File: src/rtl/adbg_pkg.sv
// Shared types and helpers for the cross-trigger halt controller.
// Holds the halt FSM state encoding and the core-index width helper.
// Imported by the controller, its priority encoder and the bench.
package adbg_pkg;

    // Halt episode states: IDLE -> HALTING -> HALTED -> RESUMING -> IDLE
    typedef enum logic [1:0] {
        IDLE     = 2'd0,
        HALTING  = 2'd1,
        HALTED   = 2'd2,
        RESUMING = 2'd3
    } halt_state_e;

    // Width of an index into n items; never narrower than one bit
    function automatic int adbg_idx_w(input int n);
        return (n <= 1) ? 1 : $clog2(n);
    endfunction

    // Larger of two integers, used to size the shared episode counter
    function automatic int adbg_max(input int a, input int b);
        return (a > b) ? a : b;
    endfunction

endpackage

File: src/rtl/adbg_halt_ctrl_if.sv
// Trigger event port: one pending event (core, ext, overflow) plus ack.
// Latency: event fields are registered in the controller.
// Backpressure: valid holds until ack; later triggers only set overflow.
interface adbg_halt_ctrl_if #(
    parameter int CW = 2
);
    logic          trig_valid_o;
    logic [CW-1:0] trig_core_o;
    logic          trig_ext_o;
    logic          trig_ovf_o;
    logic          trig_ack_i;

    // Controller side: produces the event, consumes the ack
    modport master (
        output trig_valid_o,
        output trig_core_o,
        output trig_ext_o,
        output trig_ovf_o,
        input  trig_ack_i
    );

    // Debugger side: observes the event, returns the ack
    modport slave (
        input  trig_valid_o,
        input  trig_core_o,
        input  trig_ext_o,
        input  trig_ovf_o,
        output trig_ack_i
    );
endinterface

File: src/rtl/adbg_prio_enc.sv
// Lowest-index priority encoder: index of the lowest set request bit.
// Latency: purely combinational.
// Backpressure: none; any_o flags that idx_o is meaningful.
module adbg_prio_enc #(
    parameter int N = 4,
    parameter int W = 2
) (
    input  logic [N-1:0] req_i,
    output logic [W-1:0] idx_o,
    output logic         any_o
);

    // Scan from the top down so the lowest set bit is the last writer
    always_comb begin
        idx_o = '0;
        any_o = 1'b0;
        for (int i = N - 1; i >= 0; i--) begin
            if (req_i[i]) begin
                idx_o = W'(i);
                any_o = 1'b1;
            end
        end
    end

endmodule

File: src/rtl/adbg_halt_ctrl.sv
// Cross-trigger halt controller: per-core breakpoints, debugger stall
// requests and global halt/resume drive registered per-core stall lines.
// Latency: bp edge N -> stall/event after N+2; halt_all N -> after N+1.
// Backpressure: one pending event held until ack; extra triggers set ovf.
// Build option: define ADBG_CROSS_TRIGGER_EN for group cross-triggering;
// without it only halt_all_i starts an episode and breakpoints stay local.
module adbg_halt_ctrl
    import adbg_pkg::*;
#(
    parameter int NB_CORES     = 4,
    parameter int HALT_SETTLE  = 2,
    parameter int RESUME_GUARD = 4
) (
    input  logic                axi_aclk,
    input  logic                axi_aresetn,
    input  logic [NB_CORES-1:0] dbg_stall_req_i,
    input  logic [NB_CORES-1:0] cpu_bp_i,
    input  logic [NB_CORES-1:0] group_mask_i,
    input  logic                group_en_i,
    input  logic                halt_all_i,
    input  logic                resume_all_i,
    output logic [NB_CORES-1:0] cpu_stall_o,
    output logic                halted_o,
    adbg_halt_ctrl_if.master    evt
);

    localparam int CW    = adbg_idx_w(NB_CORES);
    localparam int CNT_W = adbg_idx_w(adbg_max(HALT_SETTLE, RESUME_GUARD));
    localparam logic [CNT_W-1:0] SETTLE_LD = CNT_W'(HALT_SETTLE - 1);
    localparam logic [CNT_W-1:0] GUARD_LD  = CNT_W'(RESUME_GUARD - 1);

    // Breakpoint edge detection
    logic [NB_CORES-1:0] cpu_bp_q;
    logic [NB_CORES-1:0] bp_rise_q;
    logic [NB_CORES-1:0] bp_latch_q, bp_latch_d;

    // Episode FSM
    halt_state_e         state_q, state_d;
    logic [CNT_W-1:0]    cnt_q, cnt_d;
    logic                grp_stall_q, grp_stall_d;
    logic                grp_all_q, grp_all_d;
    logic                latch_clr;

    // Accepted trigger, staged one cycle ahead of the event registers
    logic                acc_q, acc_d;
    logic                acc_ext_q, acc_ext_d;
    logic [CW-1:0]       acc_core_q, acc_core_d;

    // Event port and stall outputs
    logic                trig_valid_q;
    logic [CW-1:0]       trig_core_q;
    logic                trig_ext_q;
    logic                trig_ovf_q;
    logic [NB_CORES-1:0] stall_q;
    logic                halted_q;

    // Group-qualified breakpoint rises and the mask the group stall uses
    logic [NB_CORES-1:0] grp_rise;
    logic [NB_CORES-1:0] mask_eff;
    logic [CW-1:0]       rise_idx;
    logic                rise_any;

`ifdef ADBG_CROSS_TRIGGER_EN
    assign grp_rise = group_en_i ? (bp_rise_q & group_mask_i) : '0;
    assign mask_eff = group_mask_i;
`else
    // Group controls have no function here; halt_all_i is the only trigger
    logic unused_cfg;
    assign unused_cfg = ^{group_en_i, group_mask_i};
    assign grp_rise   = '0;
    assign mask_eff   = '0;
`endif

    adbg_prio_enc #(
        .N (NB_CORES),
        .W (CW)
    ) u_prio_enc (
        .req_i (grp_rise),
        .idx_o (rise_idx),
        .any_o (rise_any)
    );

    // Register the raw breakpoint level and its rising edge
    always_ff @(posedge axi_aclk or negedge axi_aresetn) begin
        if (!axi_aresetn) begin
            cpu_bp_q  <= '0;
            bp_rise_q <= '0;
        end else begin
            cpu_bp_q  <= cpu_bp_i;
            bp_rise_q <= cpu_bp_i & ~cpu_bp_q;
        end
    end

    // Breakpoint latches: set on a rise outside the guard window, cleared on resume
    always_comb begin
        bp_latch_d = bp_latch_q;
        if (latch_clr) begin
            bp_latch_d = '0;
        end else if (state_q != RESUMING) begin
            bp_latch_d = bp_latch_q | bp_rise_q;
        end
    end

    // Next-state and episode control for the halt FSM
    always_comb begin
        state_d     = state_q;
        cnt_d       = cnt_q;
        grp_stall_d = grp_stall_q;
        grp_all_d   = grp_all_q;
        latch_clr   = 1'b0;
        acc_d       = 1'b0;
        acc_ext_d   = acc_ext_q;
        acc_core_d  = acc_core_q;
        case (state_q)
            IDLE: begin
                // halt_all_i wins over a simultaneous resume or breakpoint
                if (halt_all_i || rise_any) begin
                    state_d     = HALTING;
                    cnt_d       = SETTLE_LD;
                    grp_stall_d = 1'b1;
                    grp_all_d   = halt_all_i;
                    acc_d       = 1'b1;
                    acc_ext_d   = halt_all_i;
                    acc_core_d  = halt_all_i ? '0 : rise_idx;
                end
            end
            HALTING: begin
                if (cnt_q == '0) begin
                    state_d = HALTED;
                end else begin
                    cnt_d = cnt_q - CNT_W'(1);
                end
            end
            HALTED: begin
                if (resume_all_i) begin
                    state_d     = RESUMING;
                    cnt_d       = GUARD_LD;
                    grp_stall_d = 1'b0;
                    grp_all_d   = 1'b0;
                    latch_clr   = 1'b1;
                end
            end
            RESUMING: begin
                if (cnt_q == '0) begin
                    state_d = IDLE;
                end else begin
                    cnt_d = cnt_q - CNT_W'(1);
                end
            end
            default: begin
                state_d = IDLE;
            end
        endcase
    end

    // FSM, counter, group stall and staged-trigger registers
    always_ff @(posedge axi_aclk or negedge axi_aresetn) begin
        if (!axi_aresetn) begin
            state_q     <= IDLE;
            cnt_q       <= '0;
            grp_stall_q <= 1'b0;
            grp_all_q   <= 1'b0;
            bp_latch_q  <= '0;
            acc_q       <= 1'b0;
            acc_ext_q   <= 1'b0;
            acc_core_q  <= '0;
        end else begin
            state_q     <= state_d;
            cnt_q       <= cnt_d;
            grp_stall_q <= grp_stall_d;
            grp_all_q   <= grp_all_d;
            bp_latch_q  <= bp_latch_d;
            acc_q       <= acc_d;
            acc_ext_q   <= acc_ext_d;
            acc_core_q  <= acc_core_d;
        end
    end

    // Per-core stall from the previous-edge latch and group state; halted flag
    always_ff @(posedge axi_aclk or negedge axi_aresetn) begin
        if (!axi_aresetn) begin
            stall_q  <= '0;
            halted_q <= 1'b0;
        end else begin
            stall_q  <= dbg_stall_req_i | bp_latch_q
                      | ({NB_CORES{grp_stall_q}} & ({NB_CORES{grp_all_q}} | mask_eff));
            halted_q <= (state_q == HALTED);
        end
    end

    // Event slot: first trigger is kept, later ones before ack only flag overflow
    always_ff @(posedge axi_aclk or negedge axi_aresetn) begin
        if (!axi_aresetn) begin
            trig_valid_q <= 1'b0;
            trig_core_q  <= '0;
            trig_ext_q   <= 1'b0;
            trig_ovf_q   <= 1'b0;
        end else if (acc_q) begin
            if (trig_valid_q && !evt.trig_ack_i) begin
                trig_ovf_q <= 1'b1;
            end else begin
                trig_valid_q <= 1'b1;
                trig_core_q  <= acc_core_q;
                trig_ext_q   <= acc_ext_q;
                trig_ovf_q   <= 1'b0;
            end
        end else if (trig_valid_q && evt.trig_ack_i) begin
            trig_valid_q <= 1'b0;
            trig_ovf_q   <= 1'b0;
        end
    end

    assign cpu_stall_o      = stall_q;
    assign halted_o         = halted_q;
    assign evt.trig_valid_o = trig_valid_q;
    assign evt.trig_core_o  = trig_core_q;
    assign evt.trig_ext_o   = trig_ext_q;
    assign evt.trig_ovf_o   = trig_ovf_q;

endmodule
File: src/flat_wrapper.sv
// flat-port wrapper written by rule: the top's interface ports become plain ports
module adbg_halt_ctrl_flat import adbg_pkg::*;
#(
    parameter int NB_CORES     = 4,
    parameter int HALT_SETTLE  = 2,
    parameter int RESUME_GUARD = 4
)
  (axi_aclk, axi_aresetn, dbg_stall_req_i, cpu_bp_i, group_mask_i, group_en_i, halt_all_i, resume_all_i, cpu_stall_o, halted_o, evt_trig_valid_o, evt_trig_core_o, evt_trig_ext_o, evt_trig_ovf_o, evt_trig_ack_i);
  adbg_halt_ctrl_if evt_i ();
  input  logic axi_aclk;
  input  logic axi_aresetn;
  input  logic [NB_CORES-1:0] dbg_stall_req_i;
  input  logic [NB_CORES-1:0] cpu_bp_i;
  input  logic [NB_CORES-1:0] group_mask_i;
  input  logic group_en_i;
  input  logic halt_all_i;
  input  logic resume_all_i;
  output logic [NB_CORES-1:0] cpu_stall_o;
  output logic halted_o;
  output wire logic [$bits(evt_i.trig_valid_o)-1:0] evt_trig_valid_o;
  output wire logic [$bits(evt_i.trig_core_o)-1:0] evt_trig_core_o;
  output wire logic [$bits(evt_i.trig_ext_o)-1:0] evt_trig_ext_o;
  output wire logic [$bits(evt_i.trig_ovf_o)-1:0] evt_trig_ovf_o;
  input wire logic [$bits(evt_i.trig_ack_i)-1:0] evt_trig_ack_i;
  assign evt_trig_valid_o = evt_i.trig_valid_o;
  assign evt_trig_core_o = evt_i.trig_core_o;
  assign evt_trig_ext_o = evt_i.trig_ext_o;
  assign evt_trig_ovf_o = evt_i.trig_ovf_o;
  assign evt_i.trig_ack_i = evt_trig_ack_i;
  adbg_halt_ctrl #(.NB_CORES(NB_CORES), .HALT_SETTLE(HALT_SETTLE), .RESUME_GUARD(RESUME_GUARD)) u_core (.axi_aclk(axi_aclk), .axi_aresetn(axi_aresetn), .dbg_stall_req_i(dbg_stall_req_i), .cpu_bp_i(cpu_bp_i), .group_mask_i(group_mask_i), .group_en_i(group_en_i), .halt_all_i(halt_all_i), .resume_all_i(resume_all_i), .cpu_stall_o(cpu_stall_o), .halted_o(halted_o), .evt(evt_i));
endmodule
File: config.mk
export PLATFORM = sky130hd
export DESIGN_NAME = adbg_halt_ctrl_flat
export DESIGN_NICKNAME = d
export VERILOG_FILES = /design/src/rtl/adbg_pkg.sv /design/src/rtl/adbg_halt_ctrl_if.sv /design/src/rtl/adbg_prio_enc.sv /design/src/rtl/adbg_halt_ctrl.sv /design/src/flat_wrapper.sv
export SDC_FILE = /design/constraint.sdc
export NUM_CORES = 1
export LEC_CHECK = 0
export CORE_MARGIN = 3
export CORE_UTILIZATION = 41
export CTS_BUF_LIST = sky130_fd_sc_hd__clkbuf_8
export CTS_CLUSTER_SIZE = 24
export DETAILED_ROUTE_END_ITERATION = 8
export HOLD_SLACK_MARGIN = 0.15
export PLACE_DENSITY = 0.74
export SKIP_CTS_REPAIR_TIMING = 1
export SYNTH_ARGS = -nofsm -noshare
export SYNTH_HDL_FRONTEND = slang
export SYNTH_SLANG_ARGS = --single-unit
File: constraint.sdc
create_clock -name axi_aclk -period 5.4 [get_ports axi_aclk]
set_clock_uncertainty 0.15 [all_clocks]
set_input_delay 1.08 -clock axi_aclk [delete_from_list [all_inputs] [get_ports axi_aclk]]
set_output_delay 1.08 -clock axi_aclk [all_outputs]
set_load 0.02 [all_outputs]
Word-level counts from Yosys, hierarchy flattened --
Index checks and enable logic that the tools add are counted.
Word-level totals: register bits 27, bits in latches 0, memory bits (writable) 0, memory bits (read-only) 0, input port bits 18, output and inout port bits 10, memories 0
Operators by class: add/subtract/negate cells 1, multiply operators 0, div/mod/pow operators 0, magnitude comparators 0, equal/unequal tests 10, shifts and indexed selects 0, mux-type cells 21, bitwise logic cells 7, reductions and logical operators 15
Operator list (number):
- bitwise OR 4 bit | 3
- two-way mux 1 bit | 11
- two-way mux 2 bit | 5
- inequality test 2 bit (second input constant) | 5
- AND 4 bit | 2
- two-way mux 4 bit | 2
- case mux 2 bit (4 select lines) | 1
- case mux 2 bit (3 select lines) | 1
- AND reduction 2 bit | 3
- AND reduction 3 bit | 2
- nonzero test 2 bit | 3
- equality test 2 bit (second input constant) | 2
- zero test 2 bit | 2
- inequality test 2 x 1 -> 1 bit (second input constant) | 2
- NOT 4 bit | 1
- AND reduction 4 bit | 1
- equality test 2 x 1 -> 1 bit (second input constant) | 1
- logical AND 1 bit | 2
- case mux 1 bit (2 select lines) | 1
- OR reduction 2 bit | 1
- subtractor 2 x 1 -> 2 bit (second input constant) | 1
- zero test 1 bit | 1
- NOT 1 bit | 1

Depth between registers and ports, before layout --
Gate-level depths: netlist of run 1.
depth in word-level cells 4, depth in mapped cells 5, gate-level depth less buffers 5

Cells and area by module --
From an unflattened synthesis of run 1, not the netlist that was laid out.
Second synthesis, totals: cell total of the unflattened synthesis 110, area total of the unflattened synthesis 1326.3 um2
Modules (own cells, without submodules):
- adbg_halt_ctrl | times used 1, cells each 103, area an instance 1291.2 um2
- adbg_prio_enc | times used 1, cells each 7, area an instance 35.0 um2

Worst setup path after synthesis of run 1 --
OpenSTA, ideal clock, no wires.
path type input to register, start point input port halt_all_i, end point register u_core.state_q[1], arrival time 1786 ps, data required time 5125 ps, slack 3339 ps, stages 3, buffers on the path 0, cell sequence nor2b_4 > or3_4 > mux2_4
Between the ends: longest elaborated chain between the ends 2
Ends and longest elaborated chain:
- start: declaration | RTL line flat_wrapper.sv:16 | input logic halt_all_i;
- inequality test 2 bit (no source line)
- AND reduction 4 bit (no source line)
- end signal: assignment | RTL line adbg_halt_ctrl.sv:168 | state_q <= state_d;
- end: declaration | RTL line adbg_halt_ctrl.sv:38 | halt_state_e state_q, state_d;
Every way passes these cells. A chain may end at the register's enable or synchronous reset.

Worst setup path in the final report of run 1 --
start point register u_core.trig_valid_q, in the netlist u_core.evt.trig_valid_o, end point output port evt_trig_valid_o
RTL lines:
- start: declaration | RTL line adbg_halt_ctrl.sv:50 | logic trig_valid_q;
- start signal: assignment | RTL line adbg_halt_ctrl.sv:194 | trig_valid_q <= 1'b0;
- start signal: assignment | RTL line adbg_halt_ctrl.sv:202 | trig_valid_q <= 1'b1;
- start signal: assignment | RTL line adbg_halt_ctrl.sv:208 | trig_valid_q <= 1'b0;
- end: declaration | RTL line flat_wrapper.sv:20 | output wire logic [$bits(evt_i.trig_valid_o)-1:0] evt_trig_valid_o;
No word-level cell between the ends.

==> metrics.csv, run 1 <==
metric,value,unit
Worst path max stage delay,0.62,ns
worst-path cell chain,clkdlybuf4s50_1,
area delta synth->final,25.3,%
DIE WIDTH,57.9,um
post-synthesis sequential area ratio,61.3,%
max-slew violations,0,
WL/cell,12.1,um
CP arrival,1.27,ns
n_diodes,0,
Int Power,0.459,mW
combinational share of power,40.2,%
leak pwr,0.607,nW
Worst Setup Start Kind,register,
DRC viols,0,
f_max,399,MHz
Final Hold Viols,0,
"Avg Cell Area, Syn",12.7,sq um
Synth Area in Adders,6.81,%
maximum buffer depth of the clock tree,2,
power density cells,495,nW/um^2
Final ANT Viol Nets,0,
"Power, Total",0.684,mW
Synth area leader,dfrtp_1,
vias,677,
Synth Area in XOR/XNOR,0,%
GRT Util Overall,11.2,%
Core Region,2520,sq um
IO Pins,28,
vias in the first global route,668,
RSZ-0062 raised after global routing,no,
routability cong.,0.733,
htree depth,1,
design area,1380,sq um
Crit Path Class,register to primary output,
main combinational cell family by area after synthesis,simple AND/OR/NAND/NOR gates,
ranking of synthesized cells by area,"dfrtp_1 (61%), ha_1 (6.8%), a21oi_1 (3.2%)",
CTS tree,done,
MaxCap Viol Count,0,
Rows,18,
Worst Path Required,4.17,ns
Clock power frac,15.8,%
"Max FO, Critical Path",4,
Cell variety after synth,26,
total negative slack,0,ns
post-route worst setup slack,2.90,ns
Initial Util,43.7,%
Die ar.,3350,sq um
Worst Hold Class,register to register,
count of final setup violators,0,
"FF+latch count, synth",27,
hpwl dp,1.32,mm
"CTS clk-pin slew, worst paths",0.08,ns
sequential power share,44.0,%
status,finished clean,
initial antenna violation count,0,
drt via density,4.80,
"delay-heaviest family, CP",buffers and inverters,
worst path bufs/invs,1,
Synth Warn #,0,
Cells after Synth,87,
First-pass DRT Iterations,4,
Total Wirelength,1.71,mm
input/output buffers,20,
multi-input logic area,397,sq um
dpl cell area,1340,sq um
first-pass GRT wire length,2.88,mm
switching pwr,0.225,mW
fin crit share,46.4,%
Fill cells,229,
endpoint class of the critical path,primary output,
die height,57.9,um
Post-Synth Simple-Gate Area,16.8,%
Sw Share,32.9,%
# nets final,136,
GRT overflow,0,
Post-Place Setup Slack,2.68,ns
DRT iter0 DRCs,12,
post-synth top area share,61.3,%
Root Buffer,clkbuf_8,
total CTS buffers,3,
Worst path slowest cell,clkdlybuf4s50_1,
"Clk Latency, worst-skew pair",0.27,ns
Mapped Area,1100,sq um
share of cells above drive strength 1,12.6,%
CTS Sinks,27,
FF/Latch Area,676,sq um
crit path time final,2.50,ns
largest net degree at the start of global routing,28,
Synth Area in Compound Gates,6.47,%
multiplexer area fraction after synthesis,5.22,%
Peak VDD IR,0.000290,V
[path summary, 6_finish.rpt]
path,startpoint,to,cells past startpoint,slack [ns]
max in group asynchronous,axi_aresetn,u_core.bp_rise_q[3]$_DFF_PN0_,2,3.82
worst max-delay path,u_core.evt.trig_valid_o$_DFFE_PN0P_,evt_trig_valid_o,1,2.90
worst min register to register,u_core.cpu_bp_q[3]$_DFF_PN0_,u_core.bp_rise_q[3]$_DFF_PN0_,1,0.24
worst max register to register,u_core.state_q[0]$_DFFE_PN0P_,u_core.state_q[1]$_DFFE_PN0P_,5,3.42
min in group asynchronous,axi_aresetn,u_core.cpu_stall_o[1]$_DFF_PN0_,2,1.03
worst min-delay path,u_core.cpu_bp_q[3]$_DFF_PN0_,u_core.bp_rise_q[3]$_DFF_PN0_,1,0.24
[stage by stage]
stage               hold WS, ns  instances  util, %
detailed placement        0.232        137     53.0
CTS                       0.244        141     54.8
finish                    0.244        141     54.8
global route              0.264        141     54.8
floorplan                 0.228         88        -
global placement          0.234        137     53.0
[sequential cells by signal (all words and copies together), names as in the netlist]
signal and count:
u_core.evt.trig_valid_o 1, u_core.bp_rise_q 4, u_core.cpu_bp_q 4, u_core.evt.trig_ext_o 1
u_core.cnt_q 2, u_core.halted_o 1, u_core.state_q 2, u_core.evt.trig_ovf_o 1
u_core.acc_q 1, u_core.grp_stall_q 1, u_core.bp_latch_q 4, u_core.cpu_stall_o 4
u_core.acc_ext_q 1
[layout by cell type, fill, tap and decap left out, types with 3 or more instances in the layout]
| cell type | netlist | layout |
|---|---|---|
| nor2b_1 | 4 | 4 |
| ha_1 | 6 | 6 |
| clkdlybuf4s50_1 | 0 | 20 |
| dfrtp_1 | 27 | 27 |
| inv_1 | 5 | 6 |
| or3_1 | 4 | 4 |
| a21oi_1 | 7 | 7 |
| nor2_1 | 8 | 8 |
| clkbuf_8 | 0 | 3 |
[synthesized netlist by cell type]
cell type,n
a21oi_1,7
a22o_1,1
and2_2,1
buf_4,2
conb_1,1
dfrtp_1,27
ha_1,6
inv_1,5
mux2_2,2
mux2_4,1
mux2i_1,2
nand2_1,2
nand2b_1,2
nand3b_1,1
nor2_1,8
nor2b_1,4
nor2b_4,2
nor3_1,2
nor4_1,1
nor4b_1,1
o21a_1,1
o21ba_2,1
o31a_2,1
or2_2,1
or3_1,4
or3_4,1
[layer usage]
metal	vias up	GRT usage (%)	share of wire, %
li1	336	-	-
met4	0	1.99	0.64
met3	2	4.01	7.7
met2	24	18.9	46
met1	315	14.1	45
met5	-	0	0
[area by class of cell]
type,count,area share (%)
clock buffers,3,2.99
clock inverters,1,0.272
inverters,5,1.36
multi-input cells,54,28.7
flip-flops and latches,27,48.9
well taps,30,2.72
repair buffers,21,15.0
[kinds of logic (layout without fill, tap and decap cells)]
logic type                 Yosys count  after routing
muxes                                5              5
AOI/OAI and AO/OA                   11             11
DFF                                 27             27
other                                1              2
adders and majority gates            6              6
and+or+nand+nor                     30             30
buffers and inverters                7             30
[power by group through the flow]
| stage | Sequential (mW) | Combinational (mW) | Clock (mW) |
|---|---|---|---|
| finish | 0.301 | 0.275 | 0.108 |
| CTS | 0.302 | 0.278 | 0.114 |
| floorplan | 0.317 | 0.176 | 0 |
| global route | 0.310 | 0.301 | 0.122 |
| global placement | 0.301 | 0.265 | 0 |
| detailed placement | 0.306 | 0.278 | 0 |
(Power assumes the default switching activity.)
==> run 2: changes to the inputs <==
- PLACE_DENSITY: 0.74 -> 0.76
- clock period: 5.4 -> 2 ns (I/O delays scaled with it)
==> run 2 against run 1 <==
Net effect: sequential share of layout area shrank 0.83 points; design area is 1.7% higher; wire length rose by 2.1%; die area is the same; clock power rose to 2.7 times the previous value; worst hold slack about the same; count of clock-buffer cells in the layout unchanged; first-iteration DRC count is 50% higher; combinational power increased to 2.8 times the previous value; worst setup slack got worse by 2.8 ns; cell count is 2.1% higher; largest cell class unchanged; register-to-register slack lost 3.3 ns.
==> metrics.csv, run 2 (synthesized netlist as in run 1, its figures left out) <==
metric,value,unit
status,finished clean,
first-pass GRT wire length,3.11,mm
sequential power share,43.2,%
Total Wirelength,1.75,mm
DRT iter0 DRCs,18,
Critical path origin,u_core.state_q[0]$_DFFE_PN0P_,
MaxCap Viol Count,0,
initial antenna violation count,0,
WL/cell,12.1,um
leak pwr,0.620,nW
total negative slack,0,ns
CP arrival,1.91,ns
hold_sp,u_core.cpu_bp_q[0]$_DFF_PN0_,
vias in the first global route,727,
most frequent cells in the layout,"dfrtp_1 (27), clkdlybuf4s50_1 (20), nor2_1 (8)",
n_diodes,0,
drt via density,4.81,
Die ar.,3350,sq um
"commonest non-fill, non-tap cell in the layout",dfrtp_1,
htree depth,1,
max-slew violations,0,
Root Buffer,clkbuf_8,
maximum buffer depth of the clock tree,2,
Rows,18,
Sw Share,32.9,%
largest net degree at the start of global routing,28,
hpwl dp,1.35,mm
worst setup path endpoint,u_core.state_q[1]$_DFFE_PN0P_,
die height,57.9,um
count of final setup violators,0,
"Clk Latency, worst-skew pair",0.26,ns
CTS tree,done,
routability cong.,0.769,
fin crit share,95.3,%
Core Region,2520,sq um
input/output buffers,20,
Worst Setup Start Kind,register,
total CTS buffers,3,
Final ANT Viol Nets,0,
RSZ-0062 raised after global routing,no,
DIE WIDTH,57.9,um
crit path time final,1.91,ns
switching pwr,0.618,mW
Final Hold Viols,0,
DRC viols,0,
endpoint class of the critical path,register,
First-pass DRT Iterations,4,
GRT Util Overall,12.4,%
CTS Sinks,27,
Worst R2R Setup Slack,0.09,ns
R2R depth,5,
"Max FO, Critical Path",6,
f_max,525,MHz
area delta synth->final,27.5,%
Clock power frac,15.7,%
Peak VDD IR,0.000733,V
"CTS clk-pin slew, worst paths",0.09,ns
Initial Util,43.7,%
power density cells,1340,nW/um^2
vias,692,
Reg-to-Reg Start,u_core.state_q[0]$_DFFE_PN0P_,
Worst Hold Class,register to register,
GRT overflow,0,
IO Pins,28,
# nets final,139,
combinational share of power,41.1,%
share of cells above drive strength 1,15.8,%
final core occ,55.7,%
R2R Path End,u_core.state_q[1]$_DFFE_PN0P_,
Worst Path Required,2.01,ns
Crit Path Class,register to register,
Int Power,1.26,mW
[run 2: layout make-up]
type / instances / area [sq um]
Tap cell: 30 / 37.5
Clock buffer: 3 / 41.3
Fill cell: 219 / 1120
Sequential cell: 27 / 676
Multi-Input combinational cell: 54 / 397
Clock inverter: 1 / 5.00
Inverter: 5 / 18.8
Timing Repair Buffer: 24 / 230
[run 2: metal layers]
| layer | vias up | wire [um] | GRT usage (%) |
|---|---|---|---|
| li1 | 341 | - | - |
| met1 | 331 | 737 | 14.5 |
| met2 | 18 | 866 | 20.5 |
| met3 | 2 | 126 | 5.12 |
| met4 | 0 | 15 | 4.64 |
| met5 | - | 0 | 0 |
[run 2: worst min-delay path by stage]
stage	to	cells past startpoint
final	u_core.bp_rise_q[0]$_DFF_PN0_	1
after global routing	u_core.bp_rise_q[1]$_DFF_PN0_	1
after CTS	u_core.bp_rise_q[0]$_DFF_PN0_	1
after detailed placement	u_core.bp_rise_q[0]$_DFF_PN0_	1
after global placement	u_core.bp_rise_q[1]$_DFF_PN0_	1
after floorplan	u_core.acc_ext_q$_DFFE_PN0P_	0
[run 2: through the flow]
stage	power, mW	hold WS (ns)	std cells	worst slack, ns	instance area (sq um)
floorplan	1.33	-0.0456	88	0.179	1110
global placement	1.56	0.233	140	0.0349	1360
detailed placement	1.61	0.233	140	0.0203	1360
CTS	1.91	0.246	144	0.0792	1410
global route	2.03	0.271	144	0.0266	1410
finish	1.88	0.244	144	0.0942	1410
[run 2: power groups by stage]
| stage | registers (mW) | logic (mW) | clock network [mW] |
|---|---|---|---|
| floorplan | 0.855 | 0.476 | 0 |
| finish | 0.811 | 0.772 | 0.295 |
| global route | 0.835 | 0.868 | 0.328 |
| global placement | 0.812 | 0.747 | 0 |
| detailed placement | 0.825 | 0.783 | 0 |
| CTS | 0.815 | 0.783 | 0.309 |
[run 2: worst max-delay path, cell delays in order, from the launching register on]
cell and delay, ns:
dfrtp_1 0.46, inv_1 0.13, ha_1 0.23, nor2b_4 0.14, or3_4 0.40, mux2_4 0.30
==> run 3: changes to the inputs <==
- PLACE_DENSITY: 0.76 -> 0.74
- TNS_END_PERCENT: not set -> 30
- clock period: 2 -> 1.86 ns (I/O delays scaled with it)
==> run 3 against run 2 <==
Net effect: cell count up 3.5%; flip-flop and latch count is the same; worst setup slack got worse by 0.051 ns; global-route usage is 0.57 points lower; non-clock buffer count is 5 higher; largest power group is now combinational cells.
==> metrics.csv, run 3 (synthesized netlist as in run 1, its figures left out) <==
metric,value,unit
Rows,18,
"delay-heaviest family, CP",flip-flops,
Worst path max stage delay,0.43,ns
CP arrival,1.83,ns
met2 usage,20.8,%
"commonest non-fill, non-tap cell in the layout",dfrtp_1,
"Clk Latency, worst-skew pair",0.27,ns
input/output buffers,20,
GRT overflow,0,
worst-path cell chain,ha_1 > o21ba_2 > or3_4 > mux2_4,
placed instance count,144,
IO Pins,28,
worst path bufs/invs,0,
GRT Util Overall,11.9,%
GR Util met3,2.67,%
area delta synth->final,31.2,%
"Max FO, Critical Path",4,
Die ar.,3350,sq um
total CTS buffers,3,
Post-Place Setup Slack,-0.115,ns
Reg-to-Reg Start,u_core.state_q[0]$_DFFE_PN0P_,
Initial Util,43.7,%
first-pass GRT wire length,3.03,mm
Worst Hold Class,register to register,
Worst Setup Start Kind,register,
Core Region,2520,sq um
largest net degree at the start of global routing,28,
Top Usage Layer GRT,met2,
Worst R2R Setup Slack,0.04,ns
power density cells,1460,nW/um^2
Peak VDD IR,0.000798,V
initial antenna violation count,0,
status,finished clean,
MaxCap Viol Count,0,
routability cong.,0.727,
CTS Sinks,27,
n_diodes,0,
die height,57.9,um
CTS tree,done,
leak pwr,0.638,nW
Final ANT Viol Nets,0,
drt via density,4.76,
First-pass DRT Iterations,5,
final core occ,57.3,%
htree depth,1,
crit path time final,1.82,ns
DRC viols,0,
Crit Path Class,register to register,
"CTS clk-pin slew, worst paths",0.09,ns
Total Wirelength,1.79,mm
vias in the first global route,730,
count of final setup violators,0,
hpwl dp,1.39,mm
met1 Use GR,14.4,%
Root Buffer,clkbuf_8,
DIE WIDTH,57.9,um
"Power, Total",2.12,mW
Hold Worst Slack,0.246,ns
fin crit share,97.7,%
post-route worst setup slack,0.0436,ns
Hold Path End,u_core.bp_rise_q[2]$_DFF_PN0_,
Worst path slowest cell,dfrtp_1,
DRT iter0 DRCs,11,
Finished Layout Cells,149,
# nets final,144,
R2R depth,4,
share of cells above drive strength 1,21.8,%
WL/cell,12.0,um
hold_sp,u_core.cpu_bp_q[2]$_DFF_PN0_,
Hold Path Cell Cnt,1,
vias,709,
Final Hold Viols,0,
f_max,551,MHz
R2R Path End,u_core.state_q[1]$_DFFE_PN0P_,
RSZ-0062 raised after global routing,no,
most frequent cells in the layout,"dfrtp_1 (26), clkdlybuf4s50_1 (20), buf_4 (9)",
Worst Path Required,1.87,ns
maximum buffer depth of the clock tree,2,
max-slew violations,0,
endpoint class of the critical path,register,
==> run 3: cell count changes in the layout (fill, tap and decap cells not counted), sizes merged <==
cell | previous run | this run
clkinvlp | 0 | 1
buf | 4 | 9
clkinv | 1 | 0
==> run 3: worst max path at each step <==
stage / start / end / slack (ns) / cells past startpoint
after global routing: u_core.state_q[0]$_DFFE_PN0P_ / u_core.state_q[1]$_DFFE_PN0P_ / 0.001 / 5
after CTS: u_core.state_q[1]$_DFFE_PN0P_ / u_core.state_q[1]$_DFFE_PN0P_ / 0.004 / 5
after floorplan: u_core.state_q[0]$_DFFE_PN0P_ / u_core.state_q[1]$_DFFE_PN0P_ / 0.04 / 5
final: u_core.state_q[0]$_DFFE_PN0P_ / u_core.state_q[1]$_DFFE_PN0P_ / 0.04 / 4
after detailed placement: halt_all_i / u_core.state_q[1]$_DFFE_PN0P_ / -0.11 / 4
after global placement: halt_all_i / u_core.state_q[1]$_DFFE_PN0P_ / -0.08 / 4
==> run 3: stage by stage <==
step | instance area (sq um) | TNS [ns]
3_5_place_dp | 1390 | -0.170
3_3_place_gp | 1390 | -0.0845
2_1_floorplan | 1110 | 0
4_1_cts | 1440 | 0
6_report | 1450 | 0
5_1_grt | 1450 | 0
==> run 3: final cells by class <==
cell class                      count  area, sq um
Clock buffer                        3         41.3
Tap cell                           30         37.5
Sequential cell                    27          677
Timing Repair Buffer               29          268
Inverter                            5         18.8
Multi-Input combinational cell     54          397
Clock inverter                      1         7.51
Fill cell                         215         1080
==> run 3: layer usage <==
metal,share of wire [%],vias up
met4,0.73,0
li1,-,351
met2,49,21
met3,6.6,2
met5,0,-
met1,44,335
==> run 3: power by group <==
group          internal [mW]  switching (mW)
clock                  0.152           0.180
combinational          0.508           0.403
sequential             0.759           0.114
